File: config.mk
export PLATFORM = sky130hd
export DESIGN_NAME = spi_master
export DESIGN_NICKNAME = d
export VERILOG_FILES = /design/src/rtl/spi_master.sv
export SDC_FILE = /design/constraint.sdc
export NUM_CORES = 1
export LEC_CHECK = 0
export CAP_MARGIN = 10
export CORE_MARGIN = 4
export CORE_UTILIZATION = 56
export DETAILED_ROUTE_END_ITERATION = 10
export PLACE_DENSITY = 0.8
export SYNTH_ARGS = -nofsm -noshare
export SYNTH_HDL_FRONTEND = slang
export SYNTH_SLANG_ARGS = --single-unit
File: constraint.sdc
create_clock -name clk -period 2.8 [get_ports clk]
set_clock_uncertainty 0.15 [all_clocks]
set_input_delay 0.28 -clock clk [delete_from_list [all_inputs] [get_ports clk]]
set_output_delay 0.28 -clock clk [all_outputs]
set_load 0.05 [all_outputs]
File: src/rtl/spi_master.sv
// -----------------------------------------------------------------------------
// spi_master
//   Single-channel SPI master for a small word-addressed SPI memory (mode 0:
//   sclk idles low, mosi launched on the low phase, miso captured as sclk
//   rises). One transaction moves a 16-bit frame {addr[6:0], rw, data}
//   MSB-first. A transaction runs SETUP -> XFER -> HOLD -> GAP and then
//   returns to IDLE with a one-cycle done pulse.
//
// Parameters
//   HALF_PERIOD : clk cycles per sclk half-period (2..255)
//
// Ports
//   clk    in   system clock, rising edge
//   rst_n  in   synchronous active-low reset
//   start  in   transaction request, only looked at while idle
//   rw     in   1 = read, 0 = write
//   addr   in   7-bit word address
//   wdata  in   8-bit write data
//   busy   out  high while a transaction is in progress
//   done   out  one-cycle completion pulse (first IDLE cycle)
//   rdata  out  result of the most recent read
//   sclk   out  SPI clock, idle low
//   cs     out  SPI chip select, active low
//   mosi   out  SPI master out
//   miso   in   SPI master in
// -----------------------------------------------------------------------------
module spi_master #(
  parameter int HALF_PERIOD = 8
) (
  input  logic       clk,
  input  logic       rst_n,
  input  logic       start,
  input  logic       rw,
  input  logic [6:0] addr,
  input  logic [7:0] wdata,
  output logic       busy,
  output logic       done,
  output logic [7:0] rdata,
  output logic       sclk,
  output logic       cs,
  output logic       mosi,
  input  logic       miso
);

  typedef enum logic [2:0] {
    S_IDLE  = 3'd0,
    S_SETUP = 3'd1,
    S_XFER  = 3'd2,
    S_HOLD  = 3'd3,
    S_GAP   = 3'd4
  } state_t;

  localparam logic [7:0] DIV_LAST  = 8'(HALF_PERIOD - 32'sd1);
  localparam logic [3:0] BIT_LAST  = 4'd15;
  // Bit index of the first data bit (bit 9 of the frame, counted from 1).
  localparam logic [3:0] BIT_DATA0 = 4'd8;

  // Reads send an all-zero data byte so mosi stays quiet while the slave talks.
  function automatic logic [15:0] build_frame(input logic f_rw,
                                              input logic [6:0] f_addr,
                                              input logic [7:0] f_wdata);
    build_frame = {f_addr, f_rw, (f_rw ? 8'h00 : f_wdata)};
  endfunction

  state_t      r_state;
  logic [7:0]  r_div;
  logic [3:0]  r_bit;
  logic        r_gap_half;
  logic [15:0] r_shift;
  logic [7:0]  r_rx;
  logic        r_rw;
  logic        r_sclk;
  logic        r_cs;
  logic        r_mosi;
  logic        r_busy;
  logic        r_done;
  logic [7:0]  r_rdata;

  state_t      w_state;
  logic [7:0]  w_div;
  logic [3:0]  w_bit;
  logic        w_gap_half;
  logic [15:0] w_shift;
  logic [7:0]  w_rx;
  logic        w_rw;
  logic        w_sclk;
  logic        w_cs;
  logic        w_mosi;
  logic        w_busy;
  logic        w_done;
  logic [7:0]  w_rdata;
  logic        w_div_last;

  assign w_div_last = (r_div == DIV_LAST);

  // Next-state and next-output logic for the transaction sequencer.
  always_comb begin
    w_state    = r_state;
    w_div      = r_div;
    w_bit      = r_bit;
    w_gap_half = r_gap_half;
    w_shift    = r_shift;
    w_rx       = r_rx;
    w_rw       = r_rw;
    w_sclk     = r_sclk;
    w_cs       = r_cs;
    w_mosi     = r_mosi;
    w_busy     = r_busy;
    w_done     = 1'b0;
    w_rdata    = r_rdata;

    case (r_state)
      S_IDLE: begin
        w_div      = 8'd0;
        w_bit      = 4'd0;
        w_gap_half = 1'b0;
        w_sclk     = 1'b0;
        w_cs       = 1'b1;
        w_mosi     = 1'b0;
        w_busy     = 1'b0;
        if (start) begin
          w_state = S_SETUP;
          w_busy  = 1'b1;
          w_cs    = 1'b0;
          w_rw    = rw;
          w_shift = build_frame(rw, addr, wdata);
          w_rx    = 8'h00;
        end else begin
          w_state = S_IDLE;
        end
      end

      S_SETUP: begin
        if (w_div_last) begin
          // First low phase of bit 1 starts here, so launch the MSB now.
          w_div   = 8'd0;
          w_state = S_XFER;
          w_mosi  = r_shift[15];
          w_shift = {r_shift[14:0], 1'b0};
        end else begin
          w_div = r_div + 8'd1;
        end
      end

      S_XFER: begin
        if (r_sclk) begin
          // r_div == 0 marks the cycle in which sclk went high.
          if ((r_div == 8'd0) && (r_bit >= BIT_DATA0)) begin
            w_rx = {r_rx[6:0], miso};
          end else begin
            w_rx = r_rx;
          end
          if (w_div_last) begin
            w_div  = 8'd0;
            w_sclk = 1'b0;
            if (r_bit == BIT_LAST) begin
              w_state = S_HOLD;
              w_mosi  = 1'b0;
            end else begin
              w_bit   = r_bit + 4'd1;
              w_mosi  = r_shift[15];
              w_shift = {r_shift[14:0], 1'b0};
            end
          end else begin
            w_div = r_div + 8'd1;
          end
        end else begin
          if (w_div_last) begin
            w_div  = 8'd0;
            w_sclk = 1'b1;
          end else begin
            w_div = r_div + 8'd1;
          end
        end
      end

      S_HOLD: begin
        if (w_div_last) begin
          w_div   = 8'd0;
          w_state = S_GAP;
          w_cs    = 1'b1;
          w_mosi  = 1'b0;
        end else begin
          w_div = r_div + 8'd1;
        end
      end

      S_GAP: begin
        // The gap is two divider periods; r_gap_half tells them apart.
        if (w_div_last) begin
          w_div = 8'd0;
          if (r_gap_half) begin
            w_state    = S_IDLE;
            w_gap_half = 1'b0;
            w_done     = 1'b1;
            w_busy     = 1'b0;
            if (r_rw) begin
              w_rdata = r_rx;
            end else begin
              w_rdata = r_rdata;
            end
          end else begin
            w_gap_half = 1'b1;
          end
        end else begin
          w_div = r_div + 8'd1;
        end
      end

      default: begin
        w_state    = S_IDLE;
        w_div      = 8'd0;
        w_bit      = 4'd0;
        w_gap_half = 1'b0;
        w_sclk     = 1'b0;
        w_cs       = 1'b1;
        w_mosi     = 1'b0;
        w_busy     = 1'b0;
      end
    endcase
  end

  // State register.
  always_ff @(posedge clk) begin
    if (!rst_n) begin
      r_state <= S_IDLE;
    end else begin
      r_state <= w_state;
    end
  end

  // Counters, shift registers and registered SPI/handshake outputs.
  always_ff @(posedge clk) begin
    if (!rst_n) begin
      r_div      <= 8'd0;
      r_bit      <= 4'd0;
      r_gap_half <= 1'b0;
      r_shift    <= 16'h0000;
      r_rx       <= 8'h00;
      r_rw       <= 1'b0;
      r_sclk     <= 1'b0;
      r_cs       <= 1'b1;
      r_mosi     <= 1'b0;
      r_busy     <= 1'b0;
      r_done     <= 1'b0;
      r_rdata    <= 8'h00;
    end else begin
      r_div      <= w_div;
      r_bit      <= w_bit;
      r_gap_half <= w_gap_half;
      r_shift    <= w_shift;
      r_rx       <= w_rx;
      r_rw       <= w_rw;
      r_sclk     <= w_sclk;
      r_cs       <= w_cs;
      r_mosi     <= w_mosi;
      r_busy     <= w_busy;
      r_done     <= w_done;
      r_rdata    <= w_rdata;
    end
  end

  assign busy  = r_busy;
  assign done  = r_done;
  assign rdata = r_rdata;
  assign sclk  = r_sclk;
  assign cs    = r_cs;
  assign mosi  = r_mosi;

endmodule

==> metrics <==
vias per inst=5.78; DR WL/cell=14.6 um; Initial Utilization=~60%; HPWL Detailed=roughly 4000 um; # hold bufs at CTS=0; Post-synth EDFFs=0; unrepaired setup endpoints after global routing=false; largest net degree at the start of global routing=48; Max Slew Vio Count=0; DRT iter0 DRCs=186; Root Buffer=clkbuf_8; Yosys warnings=0; Worst path slowest cell=dfxtp_1; Setup WS post-layout=slightly below 0.5 ns; # setup viols final=0; full die area=6250 sq um; post-synthesis area per instance=between 8 and 9 sq um; Design Area, Final=3240 sq um; most common cell after layout, fill and taps aside=dfxtp_1; sequential fraction of the synthesis area=38.2%; CTS tree=built; Yosys cell types=55; final std cells w/o fill=410; CP endpoint kind=flip-flop; routed via count=2370; CTS sink cnt=54; crit-path max cell delay=0.68 ns; fill cell count=414; period utilization=between 80% and 90%; Cells after DPL=roughly 400; CP Class=flip-flop to flip-flop; crit-path max FO=16; DIE HEIGHT=79.1 um; RD Place Congestion=0.869; top cells by area, synth=dfxtp_1, mux2i_1, nand2_1; clock tree buffer depth=2; CP Buf/Inv Count=0; Worst EP arrival=2.41 ns; Die Wd=roughly 79 um; post-CTS setup buffer count=0; vias in the first global route=2316; leakage power=1.32 nW; pwr/cell area=about 450 nW/um^2; Mapped Nets=342; Max Fclk=432 MHz; Reg clk slew, reported paths=0.10 ns; top-area cell type share of the netlist area=38.2%; Main synth FF type=dfxtp_1; NumNets Final=approximately 370; final setup TNS=0 ns; Slew Limit Headroom=a little under half; PortBufs=32; Core ar.=4820 sq um; floorplan row count=25; data required time of the critical path=2.89 ns; commonest non-fill, non-tap cells in the layout=dfxtp_1, nand2_1, mux2i_1; synth-to-layout area growth=14.7%; Max H-tree Level=2; Num CTS Buffers=5; HP Class=flip-flop to flip-flop; Antenna diodes=0; Tot GR Track Use=20.4%; synthesized area=2830 sq um; critical path launch point type=flip-flop; Routed Wire Length=6000 um; DP Worst Slack=0.505 ns; Yosys reg bits=54; gr ovfl total=0; max_cap viols=0; fin crit period=2.31 ns; endpoints failing hold=0; drt pass-1 iters=4; DRT antenna net count=0; CP Cell Sequence=or2b_1 > a21o_1 > a32oi_4 > mux2i_1; Peak VDD IR=0.407 mV; outcome=completed; clock latency on the worst-skew pair=0.32 ns; DRC violations left=0; first-pass GRT wire length=10400 um; Placed Area=3140 sq um; Worst-Margin Slew=0.808 ns; delay-heaviest family, CP=compound AO/OA/AOI/OAI gates; initial antenna violation count=0; layout cells sized above 1=7.29%; leading area contributor after synthesis=dfxtp_1; Post-CTS Resized=0; Power, Total=about 0.0014 W; # IOs=33; asr flop ratio synth=0%; synthesized instance count=318
==> state kept, by name (all words and copies together) (netlist names), 3 cells and up <==
signal   count
r_state      3
r_div        8
rdata        8
r_rx         8
r_bit        4
r_shift     16
==> layer usage <==
layer | routed length (um) | vias to the layer above | track usage, %
met5 | 0 | - | 0
met4 | 77 | 0 | 6.70
met3 | 307 | 10 | 4.88
met2 | 2810 | 64 | 34.1
met1 | 2810 | 1123 | 25.9
li1 | - | 1173 | -
==> cell type report <==
cell class | count | area [sq um] | share of cell area (%)
clock inverters | 3 | 28.8 | 0.887
clock buffers | 5 | 68.8 | 2.12
multi-input cells | 233 | 1580 | 48.7
repair buffers | 38 | 365 | 11.3
well taps | 67 | 83.8 | 2.58
flip-flops and latches | 54 | 1080 | 33.3
inverters | 10 | 37.5 | 1.16
==> worst min-delay path: stages, from the launching register on <==
cell,delay (ns)
dfxtp_1,0.32
nand2_1,0.05
mux2i_1,0.05
==> Yosys cell counts, types with 2 or more instances <==
master     count
a21o_1        10
a21oi_1       10
and3_1         9
buf_2          5
buf_4          2
buf_6          3
clkbuf_1      10
dfxtp_1       54
ha_1           4
inv_1         10
mux2i_1       33
nand2_1       40
nand2b_1       2
nand3_1       18
nand3b_1       3
nand4_1        2
nand4_2        2
nor2_1        21
nor2b_1        4
nor3_1         3
o2111ai_1      3
o211a_1        7
o21ai_0       22
o22ai_1        2
xnor2_1        4
xor2_1         6
==> metrics by stage <==
step	utilization, %	hold slack [ns]
6_report	67.4	0.316
5_1_grt	67.4	0.345
4_1_cts	67.2	0.318
3_5_place_dp	65.2	0.303
3_3_place_gp	65.2	0.290
2_1_floorplan	-	0.272
==> cells by family (layout without fill, tap and decap cells) <==
group | after synthesis | count (layout) | share of synthesized area (%)
simple gates | 120 | 120 | 22.6
compound gates | 66 | 66 | 16.6
flops | 54 | 54 | 38.2
mux | 33 | 33 | 11.7
buf+inv | 31 | 56 | 5.97
xor+xnor | 10 | 10 | 3.10
fa+ha+maj | 4 | 4 | 1.77
==> report_power, final <==
| part | leakage, nW | internal (W) | switching (W) |
|---|---|---|---|
| Combinational | 0.831 | 0.0000864 | 0.0000936 |
| Sequential | 0.438 | 0.000790 | 0.0000165 |
| Clock | 0.0502 | 0.000186 | 0.000274 |
| Total | 1.32 | 0.00106 | 0.000384 |
==> worst paths after layout <==
path | cells after the start | slack, ns | endpoint | start
setup / recovery | 4 | 0.49 | r_shift[12]$_SDFFE_PN0P_ | r_state[0]$_SDFFE_PN0P_
hold / removal | 2 | 0.32 | r_shift[14]$_SDFFE_PN0P_ | r_shift[14]$_SDFFE_PN0P_
setup reg to reg | 4 | 0.49 | r_shift[12]$_SDFFE_PN0P_ | r_state[0]$_SDFFE_PN0P_
hold reg to reg | 2 | 0.32 | r_shift[14]$_SDFFE_PN0P_ | r_shift[14]$_SDFFE_PN0P_
Power figures use the tool's default switching activity.
